`src/rtl/retro_sram_timed_if.sv`:
```
// Initiator-side request/response bus of the timed SRAM controller.
//   Access    : request strobe, held by the initiator until accepted
//   Write     : 1 = write, 0 = read, sampled together with Access
//   Address   : word address, chip-select bits in the MSBs
//   Din       : write data
//   Dout      : read data, holds the last completed read
//   Ready     : controller accepts a request this cycle
//   DataReady : one-cycle completion pulse
// master = initiator side, slave = controller side.
interface retro_sram_timed_if #(
    parameter int unsigned AddressBusWidth = 16,
    parameter int unsigned DataBusWidth    = 16
);
    logic                       Access;
    logic                       Write;
    logic [AddressBusWidth-1:0] Address;
    logic [DataBusWidth-1:0]    Din;
    logic [DataBusWidth-1:0]    Dout;
    logic                       Ready;
    logic                       DataReady;

    modport master (
        output Access, Write, Address, Din,
        input  Dout, Ready, DataReady
    );

    modport slave (
        input  Access, Write, Address, Din,
        output Dout, Ready, DataReady
    );
endinterface

```
`src/rtl/retro_sram_timed.sv`:
```
// Timed controller between a single-port initiator and external async SRAM.
// A wide initiator word is split into Beats narrow SRAM beats (LS slice
// first); reads and writes get programmable wait states, writes get setup
// and hold phases, and reads are followed by a bus turnaround gap.
// Ports:
//   Clk, Reset   : clock, synchronous active-high reset
//   bus          : initiator bus (slave modport)
//   SramAddress  : {word address without chip bits, beat index}
//   SramCE_n     : one-hot active-low chip enables from the address MSBs
//   SramOE_n     : active-low output enable
//   SramWE_n     : active-low write enable
//   SramDout     : write data towards the pins
//   SramDrive    : 1 = controller drives the data pins
//   SramDin      : data from the pins
// Every output is registered; outputs are computed from the next state.
module retro_sram_timed #(
    parameter int unsigned AddressBusWidth  = 16,
    parameter int unsigned DataBusWidth     = 16,
    parameter int unsigned SramDataWidth    = 8,
    parameter int unsigned ChipCount        = 2,
    parameter int unsigned ReadWaitStates   = 1,
    parameter int unsigned WriteWaitStates  = 1,
    parameter int unsigned TurnaroundCycles = 1,
    localparam int unsigned Beats         = DataBusWidth / SramDataWidth,
    localparam int unsigned CsBits        = $clog2(ChipCount),
    localparam int unsigned BeatBits      = $clog2(Beats),
    localparam int unsigned SramAddrWidth = AddressBusWidth - CsBits + BeatBits
) (
    input  logic                     Clk,
    input  logic                     Reset,
    retro_sram_timed_if.slave        bus,
    output logic [SramAddrWidth-1:0] SramAddress,
    output logic [ChipCount-1:0]     SramCE_n,
    output logic                     SramOE_n,
    output logic                     SramWE_n,
    output logic [SramDataWidth-1:0] SramDout,
    output logic                     SramDrive,
    input  logic [SramDataWidth-1:0] SramDin
);

    localparam int unsigned LowAddrWidth = AddressBusWidth - CsBits;
    localparam int unsigned BeatCntWidth = (BeatBits > 0) ? BeatBits : 1;
    localparam int unsigned ChipIdxWidth = (CsBits > 0) ? CsBits : 1;
    localparam int unsigned TurnLoad     = (TurnaroundCycles > 0) ? TurnaroundCycles - 1 : 0;
    localparam int unsigned WaitMaxRw    = (ReadWaitStates > WriteWaitStates) ? ReadWaitStates
                                                                              : WriteWaitStates;
    localparam int unsigned WaitMax      = (WaitMaxRw > TurnLoad) ? WaitMaxRw : TurnLoad;
    localparam int unsigned WaitWidth    = ($clog2(WaitMax + 1) > 0) ? $clog2(WaitMax + 1) : 1;
    localparam logic [BeatCntWidth-1:0] LastBeat = BeatCntWidth'(Beats - 1);
    localparam logic [DataBusWidth-1:0] SliceMask = DataBusWidth'({SramDataWidth{1'b1}});

    typedef enum logic [2:0] {
        IDLE,
        RD_BEAT,
        WR_SETUP,
        WR_PULSE,
        WR_HOLD,
        DONE,
        TURN
    } state_t;

    state_t                    state_q, state_d;
    logic [BeatCntWidth-1:0]   beat_q, beat_d;
    logic [WaitWidth-1:0]      wait_q, wait_d;
    logic [LowAddrWidth-1:0]   addr_low_q, addr_low_d;
    logic [ChipIdxWidth-1:0]   chip_q, chip_d;
    logic                      write_q, write_d;
    logic [DataBusWidth-1:0]   din_q, din_d;
    logic [DataBusWidth-1:0]   rd_buf_q, rd_buf_d;
    logic [DataBusWidth-1:0]   dout_q, dout_d;
    logic                      data_ready_q, data_ready_d;
    logic                      ready_q, ready_d;
    logic [SramAddrWidth-1:0]  sram_addr_q, sram_addr_d;
    logic [ChipCount-1:0]      ce_n_q, ce_n_d;
    logic                      oe_n_q, oe_n_d;
    logic                      we_n_q, we_n_d;
    logic [SramDataWidth-1:0]  sram_dout_q, sram_dout_d;
    logic                      drive_q, drive_d;

    // State, counters, latched request and registered outputs.
    always_ff @(posedge Clk) begin
        if (Reset) begin
            state_q      <= IDLE;
            beat_q       <= '0;
            wait_q       <= '0;
            addr_low_q   <= '0;
            chip_q       <= '0;
            write_q      <= 1'b0;
            din_q        <= '0;
            rd_buf_q     <= '0;
            dout_q       <= '0;
            data_ready_q <= 1'b0;
            ready_q      <= 1'b0;
            sram_addr_q  <= '0;
            ce_n_q       <= '1;
            oe_n_q       <= 1'b1;
            we_n_q       <= 1'b1;
            sram_dout_q  <= '0;
            drive_q      <= 1'b0;
        end else begin
            state_q      <= state_d;
            beat_q       <= beat_d;
            wait_q       <= wait_d;
            addr_low_q   <= addr_low_d;
            chip_q       <= chip_d;
            write_q      <= write_d;
            din_q        <= din_d;
            rd_buf_q     <= rd_buf_d;
            dout_q       <= dout_d;
            data_ready_q <= data_ready_d;
            ready_q      <= ready_d;
            sram_addr_q  <= sram_addr_d;
            ce_n_q       <= ce_n_d;
            oe_n_q       <= oe_n_d;
            we_n_q       <= we_n_d;
            sram_dout_q  <= sram_dout_d;
            drive_q      <= drive_d;
        end
    end

    // Next state, then pin values derived from the next state so that the
    // registered pins line up with the phase they belong to.
    always_comb begin
        state_d      = state_q;
        beat_d       = beat_q;
        wait_d       = wait_q;
        addr_low_d   = addr_low_q;
        chip_d       = chip_q;
        write_d      = write_q;
        din_d        = din_q;
        rd_buf_d     = rd_buf_q;
        dout_d       = dout_q;
        data_ready_d = 1'b0;
        sram_addr_d  = sram_addr_q;
        sram_dout_d  = sram_dout_q;
        ce_n_d       = '1;
        oe_n_d       = 1'b1;
        we_n_d       = 1'b1;
        drive_d      = 1'b0;

        case (state_q)
            IDLE: begin
                if (bus.Access && ready_q) begin
                    addr_low_d = LowAddrWidth'(bus.Address);
                    chip_d     = ChipIdxWidth'(bus.Address >> LowAddrWidth);
                    write_d    = bus.Write;
                    din_d      = bus.Din;
                    beat_d     = '0;
                    if (bus.Write) begin
                        state_d = WR_SETUP;
                    end else begin
                        state_d = RD_BEAT;
                        wait_d  = WaitWidth'(ReadWaitStates);
                    end
                end
            end
            RD_BEAT: begin
                if (wait_q == '0) begin
                    // Last edge of the beat: capture this slice.
                    rd_buf_d = (rd_buf_q & ~(SliceMask << (32'(beat_q) * SramDataWidth)))
                             | (DataBusWidth'(SramDin) << (32'(beat_q) * SramDataWidth));
                    if (beat_q == LastBeat) begin
                        state_d      = DONE;
                        data_ready_d = 1'b1;
                        dout_d       = rd_buf_d;
                    end else begin
                        beat_d = beat_q + 1'b1;
                        wait_d = WaitWidth'(ReadWaitStates);
                    end
                end else begin
                    wait_d = wait_q - 1'b1;
                end
            end
            WR_SETUP: begin
                state_d = WR_PULSE;
                wait_d  = WaitWidth'(WriteWaitStates);
            end
            WR_PULSE: begin
                if (wait_q == '0) begin
                    state_d = WR_HOLD;
                end else begin
                    wait_d = wait_q - 1'b1;
                end
            end
            WR_HOLD: begin
                if (beat_q == LastBeat) begin
                    state_d      = DONE;
                    data_ready_d = 1'b1;
                end else begin
                    state_d = WR_SETUP;
                    beat_d  = beat_q + 1'b1;
                end
            end
            DONE: begin
                if (write_q || (TurnaroundCycles == 0)) begin
                    state_d = IDLE;
                end else begin
                    state_d = TURN;
                    wait_d  = WaitWidth'(TurnLoad);
                end
            end
            TURN: begin
                if (wait_q == '0) begin
                    state_d = IDLE;
                end else begin
                    wait_d = wait_q - 1'b1;
                end
            end
            default: state_d = IDLE;
        endcase

        // Pin values for the phase being entered.
        case (state_d)
            RD_BEAT: begin
                ce_n_d[chip_d] = 1'b0;
                oe_n_d         = 1'b0;
                sram_addr_d    = (SramAddrWidth'(addr_low_d) << BeatBits) | SramAddrWidth'(beat_d);
            end
            WR_SETUP, WR_PULSE, WR_HOLD: begin
                ce_n_d[chip_d] = 1'b0;
                drive_d        = 1'b1;
                we_n_d         = (state_d != WR_PULSE);
                sram_addr_d    = (SramAddrWidth'(addr_low_d) << BeatBits) | SramAddrWidth'(beat_d);
                sram_dout_d    = SramDataWidth'(din_d >> (32'(beat_d) * SramDataWidth));
            end
            default: ;
        endcase
    end

    // Ready reflects IDLE one cycle late, so it stays low throughout reset.
    assign ready_d = (state_d == IDLE);

    assign bus.Dout      = dout_q;
    assign bus.Ready     = ready_q;
    assign bus.DataReady = data_ready_q;
    assign SramAddress   = sram_addr_q;
    assign SramCE_n      = ce_n_q;
    assign SramOE_n      = oe_n_q;
    assign SramWE_n      = we_n_q;
    assign SramDout      = sram_dout_q;
    assign SramDrive     = drive_q;

endmodule
```
`src/flat_wrapper.sv`:
```
// flat-port wrapper written by rule: the top's interface ports become plain ports
module retro_sram_timed_flat 
#(
    parameter int unsigned AddressBusWidth  = 16,
    parameter int unsigned DataBusWidth     = 16,
    parameter int unsigned SramDataWidth    = 8,
    parameter int unsigned ChipCount        = 2,
    parameter int unsigned ReadWaitStates   = 1,
    parameter int unsigned WriteWaitStates  = 1,
    parameter int unsigned TurnaroundCycles = 1,
    localparam int unsigned Beats         = DataBusWidth / SramDataWidth,
    localparam int unsigned CsBits        = $clog2(ChipCount),
    localparam int unsigned BeatBits      = $clog2(Beats),
    localparam int unsigned SramAddrWidth = AddressBusWidth - CsBits + BeatBits
)
  (Clk, Reset, SramAddress, SramCE_n, SramOE_n, SramWE_n, SramDout, SramDrive, SramDin, bus_Access, bus_Write, bus_Address, bus_Din, bus_Dout, bus_Ready, bus_DataReady);
  retro_sram_timed_if #(.AddressBusWidth(AddressBusWidth), .DataBusWidth(DataBusWidth)) bus_i ();
  input  logic Clk;
  input  logic Reset;
  output logic [SramAddrWidth-1:0] SramAddress;
  output logic [ChipCount-1:0] SramCE_n;
  output logic SramOE_n;
  output logic SramWE_n;
  output logic [SramDataWidth-1:0] SramDout;
  output logic SramDrive;
  input  logic [SramDataWidth-1:0] SramDin;
  input wire logic [$bits(bus_i.Access)-1:0] bus_Access;
  input wire logic [$bits(bus_i.Write)-1:0] bus_Write;
  input wire logic [$bits(bus_i.Address)-1:0] bus_Address;
  input wire logic [$bits(bus_i.Din)-1:0] bus_Din;
  output wire logic [$bits(bus_i.Dout)-1:0] bus_Dout;
  output wire logic [$bits(bus_i.Ready)-1:0] bus_Ready;
  output wire logic [$bits(bus_i.DataReady)-1:0] bus_DataReady;
  assign bus_i.Access = bus_Access;
  assign bus_i.Write = bus_Write;
  assign bus_i.Address = bus_Address;
  assign bus_i.Din = bus_Din;
  assign bus_Dout = bus_i.Dout;
  assign bus_Ready = bus_i.Ready;
  assign bus_DataReady = bus_i.DataReady;
  retro_sram_timed #(.AddressBusWidth(AddressBusWidth), .DataBusWidth(DataBusWidth), .SramDataWidth(SramDataWidth), .ChipCount(ChipCount), .ReadWaitStates(ReadWaitStates), .WriteWaitStates(WriteWaitStates), .TurnaroundCycles(TurnaroundCycles)) u_core (.Clk(Clk), .Reset(Reset), .bus(bus_i), .SramAddress(SramAddress), .SramCE_n(SramCE_n), .SramOE_n(SramOE_n), .SramWE_n(SramWE_n), .SramDout(SramDout), .SramDrive(SramDrive), .SramDin(SramDin));
endmodule
```
`config.mk`:
```
export PLATFORM = sky130hd
export DESIGN_NAME = retro_sram_timed_flat
export DESIGN_NICKNAME = d
export VERILOG_FILES = /design/src/rtl/retro_sram_timed_if.sv /design/src/rtl/retro_sram_timed.sv /design/src/flat_wrapper.sv
export SDC_FILE = /design/constraint.sdc
export NUM_CORES = 1
export LEC_CHECK = 0
export ABC_AREA = 1
export ABC_CLOCK_PERIOD_IN_PS = 1500
export CORE_MARGIN = 4
export CORE_UTILIZATION = 35
export CTS_CLUSTER_SIZE = 8
export DETAILED_ROUTE_END_ITERATION = 6
export SETUP_SLACK_MARGIN = 0.3
export SLEW_MARGIN = 30
export SYNTH_ARGS = -nofsm -noshare
export SYNTH_HDL_FRONTEND = slang
export SYNTH_SLANG_ARGS = --single-unit
```
`constraint.sdc`:
```
create_clock -name Clk -period 1.5 [get_ports Clk]
set_input_delay 0.45 -clock Clk [delete_from_list [all_inputs] [get_ports Clk]]
set_output_delay 0.45 -clock Clk [all_outputs]
set_load 0.005 [all_outputs]
```
==> results summary, run 1 <==
The total DRC errors in the routed layout came out at 0. The clock network latency to the later pin of the worst-skew pair is roughly 0.35 ns. The first global-routing pass estimated ~19000 um of wire. In the layout the commonest cells are 101 x sky130_fd_sc_hd__nand2_1, 56 x sky130_fd_sc_hd__nor2_1, 51 x sky130_fd_sc_hd__buf_4, 47 x sky130_fd_sc_hd__dfxtp_2, 43 x sky130_fd_sc_hd__dfxtp_1. The tree is rooted in a sky130_fd_sc_hd__clkbuf_16. The iteration-0 DRC count of the detailed router came out at between 200 and 250.

The post-detailed-routing wire length came out at 12400 um. The chip height is approximately 120 um. The final setup violation count is 34. Across the whole layout, storage elements account for a little under 2000 um^2. The final clock skew is 0.00827 ns. The switching power came out at ~0.0058 W. The power per cell area is slightly above 2000 nW/um^2. The library cell contributing the largest single delay on the critical path is sky130_fd_sc_hd__dfxtp_4. The number of hold violations in the final report is 0. The number of global-route vias before repair is 3896. The share of the synthesized area in the top cell type came out at approximately 46%. The share of post-route cells with drive strength above 1 is 53.0%.

The simple-gate area share of the yosys netlist is between 30% and 40%. VDD sags by at most roughly 1.1 mV. The library cell used most frequently in the layout, excluding fill and tap cells, is sky130_fd_sc_hd__nand2_1. The maximum clock frequency is 0.620 GHz. The number of different library cells used by synthesis comes to 31. The beginning of the worst register-to-register path is u_core.state_q[2]$_SDFF_PP0_. The total of flip-flops plus latches after synthesis is 93. The post-synthesis adder-cell area fraction is 0%. The delay of the slowest cell on the worst path came out at roughly 0.4 ns. The post-synthesis area per instance is ~7.5 um^2.

The category of the worst setup path capture point is a register. TritonCTS built the clock tree. The actual transition at the worst max-transition pin came out at approximately 0.45 ns. Counting along the longest clock path gives a buffer depth of 2.

The net count of the finished layout is 746. The slack of the critical path is -0.112 ns. The pre-CTS setup slack is -0.618 ns.

The area taken by multi-input logic gates is roughly 2600 um^2. The count of warnings emitted by yosys came out at 0. Synthesis handed over a netlist of between 500 and 600 instances. The portion of total power attributed to the clock network is between 10% and 20%. The die is around 120 um wide.

Along the worst path, the maximum fanout reaches 8. The setup check on the worst reg-to-reg path leaves a slack of -0.11 ns. The most frequent cell on the critical path is sky130_fd_sc_hd__nand2_1. Global routing consumed, on the met2 layer, between 30% and 40% of the routing resources.

The startpoint identified for the worst hold timing path is Reset. The share of the clock period used by the worst path after layout came out at 107%. The leakage component of the power came out at just over 3 nW.

The compound-cell area share of the yosys netlist came out at 12.3%. The cell-internal power is 0.00803 W. The flow ran to the end, but the final reports show violations. Traced cell by cell, the critical path runs through buf_6 > nor2_1 > nand2_1 > nand2_1 > inv_1 > nand2_2 > nor2_4 > nand2_8 > nand2_8 > nand3_2 > nand2_1 > nor2_1. The post-synth net total came out at ~580. Setup repair after global routing could not meet its margin everywhere.

STA puts the critical path data arrival time at roughly 1.9 ns. The max-slew violation count came to 0. The hold buffer count at CTS came out at 0.

The count of nets left with antenna violations once routing finished came out at 0. The time the worst path needs with I/O delays and setup came out at ~1.6 ns. Grouping stages by cell kind, the critical path spends the most delay in simple AND/OR/NAND/NOR gates. The sink count of the clock tree came out at slightly above 90. Across every metal layer, demand over resource in global routing totals about 18%. The post-detailed-route via-to-cell ratio came out at 4.81. 0 antenna diodes ended up in the layout. The synthesized netlist occupies a cell area of a little over 4000 um^2.

The average routed wire per standard cell came out at roughly 15 um. During placement, the flow inserted port buffers numbering 90. The required time reported for the critical path endpoint is 1.74 ns. The first detailed-routing pass ran for 4 iterations.

The detailed placer's ending HPWL is 7310 um. The worst setup path startpoint is u_core.state_q[2]$_SDFF_PP0_. The power share of the sequential group came out at a little over a quarter. Of the total power, the share spent switching nets is between 40% and 50%. Entering global routing, the biggest net connects 44 pins.

After synthesis, the largest family of logic cells by area is simple AND/OR/NAND/NOR gates. The number of CTS-inserted buffers is 9. The area of the core region came out at ~11000 um^2.

The combinational group share of total power is ~57%. The met1 routing resource usage after global routing is between 20% and 30%. The cell row count is 38. Counting the fill cells in the layout gives 964. Sequential elements use a little under half of the synthesized area. The clock tree synthesis step divided the H-tree into 3 levels. At the end of routability-driven placement, the weighted congestion stood at 0.894. The initial cell density of the core came out at between 30% and 40%. Global routing finished with a remaining overflow of 0. The final reports fail on negative setup slack. The share of cell area taken by muxes after synthesis is 0%.

The synthesis-to-layout area growth came out at 68.8%. After synthesis, the cell types taking the most area are sky130_fd_sc_hd__dfxtp_1 46%, sky130_fd_sc_hd__nand2_1 14%, sky130_fd_sc_hd__nor2_1 6.8%. The worst setup path is launched from a register. The xor-xnor portion of the synthesized cell area came out at 0%.

The kind of critical path is reg2reg. After clock tree synthesis, the clock-pin slew on the worst setup and hold paths is roughly 0.070 ns. For this design the top-level I/O count stands at slightly above 90. The number of antenna violations at the first check in global routing came out at 0. The busiest layer in global routing is met2. Summed over all instances, the cell type with the most area after synthesis is sky130_fd_sc_hd__dfxtp_1.

Together, buffers and inverters on the worst path number 2. The area of the die is 13300 um^2. Global routing consumed, on the met3 layer, under 10% of the routing resources. The min-delay analysis places its worst path in the category in2reg. The number of maximum-capacitance constraint violations came out at 0.

The aggregate negative setup slack is -2.68 ns. The final route contains between 4000 and 5000 vias. The relative slew slack is roughly 70%.
[routing by layer]
layer	wire, um	part of all wire, %
met1	5350	43
met2	6190	50
met3	638	5.2
met4	197	1.6
met5	0	0
[area by class of cell]
class,instances,share of cell area [%]
clock inverter,7,1.08
sequential,93,28.4
multi-input combinational,390,37.6
tap,140,2.57
clock buffer,9,3.31
timing repair buffer,176,24.9
inverter,32,2.21
[synth_stat cells]
library cell / n
sky130_fd_sc_hd__a211oi_1: 1
sky130_fd_sc_hd__a21oi_1: 50
sky130_fd_sc_hd__a21oi_2: 9
sky130_fd_sc_hd__buf_12: 1
sky130_fd_sc_hd__buf_2: 11
sky130_fd_sc_hd__buf_4: 4
sky130_fd_sc_hd__buf_8: 2
sky130_fd_sc_hd__clkbuf_1: 9
sky130_fd_sc_hd__dfxtp_1: 93
sky130_fd_sc_hd__inv_1: 27
sky130_fd_sc_hd__inv_2: 4
sky130_fd_sc_hd__inv_4: 1
sky130_fd_sc_hd__nand2_1: 151
sky130_fd_sc_hd__nand2_2: 7
sky130_fd_sc_hd__nand2_4: 6
sky130_fd_sc_hd__nand2_8: 1
sky130_fd_sc_hd__nand3_1: 27
sky130_fd_sc_hd__nand3_2: 13
sky130_fd_sc_hd__nand3_4: 1
sky130_fd_sc_hd__nand3b_1: 1
sky130_fd_sc_hd__nand4_1: 1
sky130_fd_sc_hd__nor2_1: 73
sky130_fd_sc_hd__nor2_2: 4
sky130_fd_sc_hd__nor2_4: 4
sky130_fd_sc_hd__nor2_8: 1
sky130_fd_sc_hd__nor3_1: 2
sky130_fd_sc_hd__nor3_2: 1
sky130_fd_sc_hd__nor4_1: 1
sky130_fd_sc_hd__o21ai_0: 29
sky130_fd_sc_hd__o21ai_1: 1
sky130_fd_sc_hd__o31ai_1: 1
[kinds of logic (layout without fill, tap and decap cells)]
family	count (synthesis)	in the layout
AO/OA/AOI/OAI	91	91
buffers and inverters	59	224
flip-flops	93	93
AND/OR/NAND/NOR	294	299
[worst paths after layout]
| path | cells after the start | endpoint |
|---|---|---|
| worst max-delay path | 12 | u_core.SramAddress[10]$_SDFFE_PP0P_ |
| worst min-delay path | 2 | u_core.chip_q$_SDFF_PP0_ |
| worst max register to register | 12 | u_core.SramAddress[10]$_SDFFE_PP0P_ |
| worst min register to register | 2 | u_core.addr_low_q[10]$_SDFF_PP0_ |
[worst reg2reg max path, cell delays in order, from the launching register on]
cell and delay (ns):
sky130_fd_sc_hd__dfxtp_4 0.41, sky130_fd_sc_hd__buf_6 0.11, sky130_fd_sc_hd__nor2_1 0.05, sky130_fd_sc_hd__nand2_1 0.07, sky130_fd_sc_hd__nand2_1 0.05, sky130_fd_sc_hd__inv_1 0.07, sky130_fd_sc_hd__nand2_2 0.08, sky130_fd_sc_hd__nor2_4 0.18
sky130_fd_sc_hd__nand2_8 0.16, sky130_fd_sc_hd__nand2_8 0.15, sky130_fd_sc_hd__nand3_2 0.07, sky130_fd_sc_hd__nand2_1 0.06, sky130_fd_sc_hd__nor2_1 0.04
[state kept, by name, summed over array words and instances (netlist names)]
name and flops:
u_core.SramAddress 16, u_core.SramCE_n 2, u_core.SramDout 8, u_core.SramDrive 1, u_core.SramOE_n 1, u_core.SramWE_n 1
u_core.addr_low_q 15, u_core.beat_q 1, u_core.bus.DataReady 1, u_core.bus.Dout 16, u_core.bus.Ready 1, u_core.chip_q 1
u_core.din_q 16, u_core.rd_buf_q 8, u_core.state_q 3, u_core.wait_q 1, u_core.write_q 1
[repair_timing]
item / 4_1_cts / 5_1_grt
gates resized for setup: 344 / 109
pin swaps: 50 / 39
cloned: 5 / 1
setup endpoints to repair: 140 / 140
setup buffers: 22 / 15
[power by group through the flow]
stage / clock [W] / sequential, W / combinational [W]
floorplan: 0 / 0.00341 / 0.00427
global placement: 0 / 0.00347 / 0.00540
detailed placement: 0 / 0.00349 / 0.00555
CTS: 0.00236 / 0.00350 / 0.00696
global route: 0.00246 / 0.00365 / 0.00860
finish: 0.00232 / 0.00359 / 0.00792
[metrics by stage]
stage	utilization (%)	hold slack (ns)	cells	area (um^2)	power, W
floorplan	-	0.444	537	4220	0.00768
global placement	49.6	0.452	788	5500	0.00887
detailed placement	49.6	0.456	788	5500	0.00904
CTS	56.6	0.411	831	6270	0.0128
global route	61.5	0.433	847	6810	0.0147
finish	61.5	0.432	847	6810	0.0138
(Power assumes the default switching activity.)
==> inputs of run 2 (changes only) <==
CORE_ASPECT_RATIO = 0.6   (was unset)
SKIP_CTS_REPAIR_TIMING = 1   (was unset)
TNS_END_PERCENT = 10   (was unset)
==> run 2 against run 1 <==
The flow still finishes with violations (negative setup slack). Worst setup slack worse by 0.020 ns. Critical path depth shrank 2. Total power fell by 8.1%. Global-route usage shrank 0.67 points. Final cell count decreased by 1.2%. Critical endpoint is now u_core.SramDout[5]$_SDFFE_PP0P_. Largest cell class unchanged. Largest power group unchanged. Highest routed layer unchanged.
==> results summary, run 2 (synthesized netlist as in run 1, its figures left out) <==
The largest vdd supply drop came out at 0.860 mV (-24%). Setup repair after global routing could not meet its margin everywhere. The worst hold path stage count came to 2 (unchanged). The horizontal extent of the die came out at 147 um (+27%). The level count of the clock H-tree came out at 3 (unchanged). The worst setup path is launched from a register. The weighted congestion at the end of routability-driven global placement was 0.850 (-4.8%).

The data arrival time of the critical path was 1.91 ns (+0.05 ns). The count of pins on the block boundary came to 91 (unchanged). The total grt overflow was 0 (unchanged). The final setup violation count is 28 (-18%). The number of buffers inserted by port buffering is 90 (unchanged). The number of antenna violations at the first check in global routing came to 0 (unchanged). The relative slew slack is 74.3% (+4.3 points). The delay of the slowest cell on the worst path came out at 0.42 ns (about the same). The total via count after detailed routing is 3978 (-2.3%). The initial cell density of the core came out at 35.8% (-0.59 points).

The average routed wire per standard cell is 14.6 um (+0.21%). The flop-to-flop setup slack was -0.13 ns (-0.02 ns). The actual transition at the worst max-transition pin came to 0.386 ns (-0.0642 ns). The worst hold-check path type is reg2reg.

The net count of the finished layout is 732 (-1.9%). The global-route usage over all layers came to 17.4% (-0.67 points). The worst-case reg-to-reg path depth was 10 (-2). The iteration-0 DRC count of the detailed router is 247 (+19%). The library cell used most frequently in the layout, excluding fill and tap cells, is sky130_fd_sc_hd__nand2_1. The clock network latency to the later pin of the worst-skew pair is 0.34 ns (about the same). The sink count of the clock tree came out at 93 (unchanged). The slack of the critical path came out at -0.132 ns (-0.0195 ns). The end point of the worst hold path is u_core.din_q[15]$_SDFF_PP0_. The number of maximum-capacitance constraint violations is 0 (unchanged).

The post-layout utilization of the core is 54.2% (-7.2 points). The startpoint identified for the worst hold timing path is u_core.din_q[15]$_SDFF_PP0_. The checks that failed: negative setup slack. The count of antenna diodes in the layout is 0 (unchanged).

The max-slew violation count is 0 (unchanged). The largest net degree at the start of global routing came out at 43 (-2.3%). The power per cell area came out at 2080 nW/um^2 (+2.5%). The largest fanout of any net on the critical path is 8 (unchanged). The library cell contributing the largest single delay on the critical path is sky130_fd_sc_hd__dfxtp_4. The post-detailed-routing wire length came out at 12200 um (-0.97%). The cell sitting at the root of the clock tree is a sky130_fd_sc_hd__clkbuf_16. The share of the clock period used by the worst path after layout came to 109% (+1.3 points). The chip height came to 91.1 um (-21%).

The synthesis-to-layout area growth came out at 51.4%. The kind of critical path is reg2reg. The startpoint identified for the worst register-to-register timing path is u_core.state_q[1]$_SDFF_PP0_. The detailed-routing iteration count for the pre-antenna-repair pass came out at 4 (unchanged). The area of the core region was 11300 um^2 (+1.6%).

The first-pass GRT wire length is 18700 um (-1.5%). The maximum buffer depth of the clock tree came to 2 (unchanged). The overall power after layout came out at 0.0127 W (-8.1%). The time the worst path needs with I/O delays and setup is 1.63 ns (+0.0195 ns). The run finished, with violations left. The post-detailed-route via-to-cell ratio came out at 4.75 (-1.2%).

The cell row count is 30 (-21%). The required time reported for the critical path endpoint is 1.78 ns (+0.04 ns). The number of global-route vias before repair is 3750 (-3.7%). The number of hold violations in the final report came out at 0 (unchanged). The leakage component of the power is 2.93 nW (-4.4%). The area of the die came out at 13400 um^2 (+0.42%). In this run the critical register-to-register path is captured at u_core.SramDout[5]$_SDFFE_PP0P_. The total DRC errors in the routed layout came out at 0 (unchanged).

The CTS clock-pin slew for the worst setup and hold paths came to 0.07 ns (about the same). The share of post-route cells with drive strength above 1 came out at 35.9% (-17 points). The number of CTS-inserted buffers is 9 (unchanged). The worst setup path is captured at a register. TritonCTS built the clock tree. The count of nets left with antenna violations after detail routing is 0 (unchanged). The detailed placer's ending HPWL is 8200 um (+12%). The final clock skew is 0.00888 ns (+0.000611 ns). The maximum clock frequency is 0.613 GHz (-1.2%).

Leaving out fill and tap cells, the most frequent cells in the layout are 125 x sky130_fd_sc_hd__nand2_1, 74 x sky130_fd_sc_hd__dfxtp_1, 66 x sky130_fd_sc_hd__nor2_1, 53 x sky130_fd_sc_hd__buf_4, 43 x sky130_fd_sc_hd__a21oi_1. Traced cell by cell, the critical path runs through nor2_4 > buf_6 > nand3b_1 > nand2_1 > nor2_2 > nand2_2 > buf_12 > nand2_4 > nand3_1 > a21oi_2.
## run 2: per-stage QoR
stage,worst slack [ns],TNS [ns],hold slack [ns],std cells,area [um^2]
6_report,-0.132,-2.57,0.466,837,6110
4_1_cts,-0.357,-20.86,0.471,817,5750
3_3_place_gp,-0.611,-31.07,0.455,801,5470
2_1_floorplan,0.0500,0,0.446,537,4100
3_5_place_dp,-0.643,-33.51,0.461,801,5470
5_1_grt,-0.259,-6.36,0.483,837,6110
## run 2: worst max-delay path, delay by kind of cell, from the launching register on
family / cells / cell delay, ns
compound gates: 1 / 0.16
buf+inv: 2 / 0.26
flops: 1 / 0.42
simple gates: 7 / 0.70
## run 2: final cells by class
| class | count | area, um^2 |
|---|---|---|
| Fill cell | 1061 | 5150 |
| Timing Repair Buffer | 162 | 1440 |
| Clock buffer | 11 | 243 |
| Sequential cell | 93 | 1900 |
| Multi-Input combinational cell | 390 | 2180 |
| Inverter | 32 | 141 |
| Clock inverter | 5 | 33.8 |
| Tap cell | 144 | 180 |
## run 2: metal layers
metal  up-vias  wire (um)  track usage [%]
met5         -          0                0
met1      1840       5960             24.1
met3         5        847             5.29
met4         0         64             4.30
li1       2029          -                -
met2       104       5370             26.4
## run 2: how the worst max path moves through the flow
| stage | slack, ns | cells after the start | from | to |
|---|---|---|---|---|
| after global placement | -0.61 | 12 | bus_Access | u_core.SramAddress[0]$_SDFFE_PP0P_ |
| after floorplan | 0.05 | 12 | u_core.state_q[2]$_SDFF_PP0_ | u_core.SramAddress[15]$_SDFFE_PP0P_ |
| after global routing | -0.26 | 10 | u_core.state_q[1]$_SDFF_PP0_ | u_core.SramDout[6]$_SDFFE_PP0P_ |
| after CTS | -0.36 | 10 | u_core.state_q[1]$_SDFF_PP0_ | u_core.SramAddress[9]$_SDFFE_PP0P_ |
| final | -0.13 | 10 | u_core.state_q[1]$_SDFF_PP0_ | u_core.SramDout[5]$_SDFFE_PP0P_ |
| after detailed placement | -0.64 | 12 | bus_Access | u_core.SramAddress[9]$_SDFFE_PP0P_ |
## run 2: power breakdown
group          internal, W  total, W  switching (W)
sequential         0.00307   0.00344       0.000365
combinational      0.00308   0.00716        0.00408
clock              0.00117   0.00211       0.000941
==> inputs of run 3 (changes only) <==
SKIP_CTS_REPAIR_TIMING = unset   (was 1)
==> run 3 against run 2 <==
The run still ends with negative setup slack left. First-iteration DRC count down 8.9%. Global-route usage up 2.0 points. Maximum frequency down 1.5%. Clock skew up 0.0029 ns. Clock power about the same. Wire length up 3.4%. Critical path type unchanged. Largest cell class unchanged.
==> results summary, run 3 (synthesized netlist as in run 1, its figures left out) <==
The final setup violation count is 45 (+61%). The data arrival time of the critical path came out at 1.90 ns (about the same). The count of pins on the block boundary was 91 (unchanged). The aggregate negative setup slack came out at -4.03 ns (-1.46 ns). The time the worst path needs with I/O delays and setup came out at 1.66 ns (+0.0249 ns).

The net count of the finished layout came out at 736 (+0.55%). The total grt overflow came out at 0 (unchanged). The sequential cell area in the final layout was 1910 um^2 (+0.53%).

The horizontal extent of the die came out at 147 um (unchanged). The most common cell after layout, fill and taps aside is sky130_fd_sc_hd__nand2_1. The cell row count came to 30 (unchanged). The logic depth of the worst setup path including buffers is 11 (+1). The largest vdd supply drop came to 0.937 mV (+8.9%). The slack of the critical path came out at -0.157 ns (-0.0249 ns).

The pre-CTS setup slack came out at -0.643 ns (unchanged). The delay of the slowest cell on the worst path came out at 0.43 ns (about the same). The total DRC errors in the routed layout came to 0 (unchanged). The first-pass GRT wire length is 20700 um (+10%). The share of post-route cells with drive strength above 1 is 42.2% (+6.3 points). The iteration-0 DRC count of the detailed router was 225 (-8.9%). The maximum buffer depth of the clock tree is 2 (unchanged). The chip height is 91.1 um (unchanged). The post-detailed-routing wire length is 12700 um (+3.4%). The critical path in this run is classified as reg2reg. The max-slew violation count came out at 0 (unchanged).

The number of buffers and inverters on the critical path is 2 (unchanged). The post-placement cell area came out at 5470 um^2 (unchanged). The area taken by multi-input logic gates is 2350 um^2 (+7.9%). The kind of cell adding the most delay to the critical path is simple AND/OR/NAND/NOR gates. The slowest stage of the critical path belongs to the cell sky130_fd_sc_hd__dfxtp_4.

The checks that failed: negative setup slack. The number of buffers inserted by port buffering is 90 (unchanged). The number of CTS-inserted buffers came to 9 (unchanged). The post-route standard cell area excluding fillers came out at 6450 um^2 (+5.6%). The level count of the clock H-tree is 3 (unchanged). Traced cell by cell, the critical path runs through buf_12 > nor2_4 > buf_4 > o21ai_2 > nand3_2 > nor2_4 > nand2_8 > nand2_8 > nand3_2 > nand2_1 > nor2_1.

The largest fanout of any net on the critical path is 8 (unchanged). The detailed placer's ending HPWL is 8200 um (unchanged). The relative slew slack was 73.3% (-0.94 points). The hold buffer count at CTS is 0. The count of antenna diodes in the layout was 0 (unchanged). The area of the core region came out at 11300 um^2 (unchanged). The total via count after detailed routing is 4042 (+1.6%). The clock network latency to the later pin of the worst-skew pair is 0.35 ns (about the same). The global-route usage over all layers is 19.4% (+2.0 points). The number of global-route vias before repair came out at 4038 (+7.7%). The worst hold path stage count is 2 (unchanged). The area of the die came out at 13400 um^2 (unchanged).

The number of filler instances in the final layout is 1031 (-2.8%). The tightest min-delay check is of the reg2reg type. The post-detailed-route via-to-cell ratio came out at 4.81 (+1.1%). The sink count of the clock tree is 93 (unchanged). The clock tree from TritonCTS is yes. The average routed wire per standard cell is 15.1 um (+2.9%). The worst-case reg-to-reg path depth came to 11 (+1). The post-layout utilization of the core came out at 57.2% (+3.0 points). The actual transition at the worst max-transition pin came out at 0.400 ns (+0.0140 ns). The share of the clock period used by the worst path after layout is 110% (+1.7 points). STA classifies the critical path startpoint as a register.

The maximum clock frequency came out at 0.604 GHz (-1.5%). The power per cell area is 2050 nW/um^2 (-1.3%). The number of antenna violations at the first check in global routing is 0 (unchanged). The number of hold violations in the final report is 0 (unchanged).

The required time reported for the critical path endpoint came out at 1.74 ns (-0.04 ns). The weighted congestion at the end of routability-driven global placement came out at 0.850 (unchanged). The CTS clock-pin slew for the worst setup and hold paths was 0.07 ns (about the same).

In the layout the commonest cells are 113 x sky130_fd_sc_hd__nand2_1, 65 x sky130_fd_sc_hd__nor2_1, 64 x sky130_fd_sc_hd__dfxtp_1, 49 x sky130_fd_sc_hd__buf_4, 40 x sky130_fd_sc_hd__clkdlybuf4s50_1. The category of the worst setup path capture point is a register. The count of nets left with antenna violations after detail routing came to 0 (unchanged).

The synthesis-to-layout area growth is 59.9%. The final clock skew is 0.0117 ns (+0.00285 ns). The flow ran to the end, but the final reports show violations. Clock tree synthesis selected as its root buffer the cell sky130_fd_sc_hd__clkbuf_16. The largest net degree at the start of global routing is 43 (unchanged). The number of maximum-capacitance constraint violations is 0 (unchanged). The leakage component of the power came out at 2.92 nW (-0.18%). Setup repair after global routing could not meet its margin everywhere.

The initial cell density of the core came out at 35.8% (unchanged). The detailed-routing iteration count for the pre-antenna-repair pass came to 6 (+2).
[run 3: cell types whose count changed in the layout (fill, tap and decap cells not counted), sizes merged]
cell           before  now
clkbuf             45   14
clkdlybuf4s50      41   40
dlygate4sd2         0    5
clkdlybuf4s15       0   14
dlymetal6s2s       10    0
buf                77  104
[run 3: routing by layer]
metal  up-vias  global-route usage [%]  part of all wire [%]
met1      1885                    27.4                    49
met5         -                       0                     0
met2       103                    29.7                    45
li1       2043                       -                     -
met3        11                    5.04                   5.0
met4         0                    4.46                  0.99
[run 3: worst reg2reg max path, cell delays in order (launching register included)]
cell and delay (ns):
sky130_fd_sc_hd__dfxtp_4 0.43, sky130_fd_sc_hd__buf_12 0.13, sky130_fd_sc_hd__nor2_4 0.04, sky130_fd_sc_hd__buf_4 0.13, sky130_fd_sc_hd__o21ai_2 0.05, sky130_fd_sc_hd__nand3_2 0.10
sky130_fd_sc_hd__nor2_4 0.17, sky130_fd_sc_hd__nand2_8 0.15, sky130_fd_sc_hd__nand2_8 0.17, sky130_fd_sc_hd__nand3_2 0.07, sky130_fd_sc_hd__nand2_1 0.07, sky130_fd_sc_hd__nor2_1 0.04
[run 3: timing repair]
item                       in CTS  in global routing
hold endpoints to repair        0                  0
setup endpoints to repair     140                140
setup buffers                  12                  5
resized for setup             268                 70
pin swaps                      34                 53
cloned                          6                  1
[run 3: final cells by class]
class | instances | share of cell area [%]
clock buffers | 11 | 3.77
clock inverters | 5 | 0.524
inverters | 32 | 2.15
multi-input cells | 390 | 36.4
flip-flops and latches | 93 | 29.6
well taps | 144 | 2.80
repair buffers | 166 | 24.8
[run 3: stage by stage]
stage | hold WS [ns] | std cells | total power [W]
2_1_floorplan | 0.446 | 537 | 0.00747
3_5_place_dp | 0.461 | 801 | 0.00900
5_1_grt | 0.487 | 841 | 0.0141
6_report | 0.461 | 841 | 0.0132
4_1_cts | 0.471 | 835 | 0.0127
3_3_place_gp | 0.455 | 801 | 0.00881
[run 3: final timing paths]
| check | start | end | slack [ns] |
|---|---|---|---|
| max reg2reg | u_core.state_q[0]$_SDFF_PP0_ | u_core.SramAddress[11]$_SDFFE_PP0P_ | -0.16 |
| max | u_core.state_q[0]$_SDFF_PP0_ | u_core.SramAddress[11]$_SDFFE_PP0P_ | -0.16 |
| min reg2reg | u_core.addr_low_q[10]$_SDFF_PP0_ | u_core.addr_low_q[10]$_SDFF_PP0_ | 0.46 |
| min | u_core.addr_low_q[10]$_SDFF_PP0_ | u_core.addr_low_q[10]$_SDFF_PP0_ | 0.46 |
[run 3: power breakdown]
part	total, W	internal [W]	switching [W]
sequential	0.00346	0.00307	0.000387
combinational	0.00765	0.00334	0.00430
clock	0.00213	0.00117	0.000965
total	0.0132	0.00759	0.00565
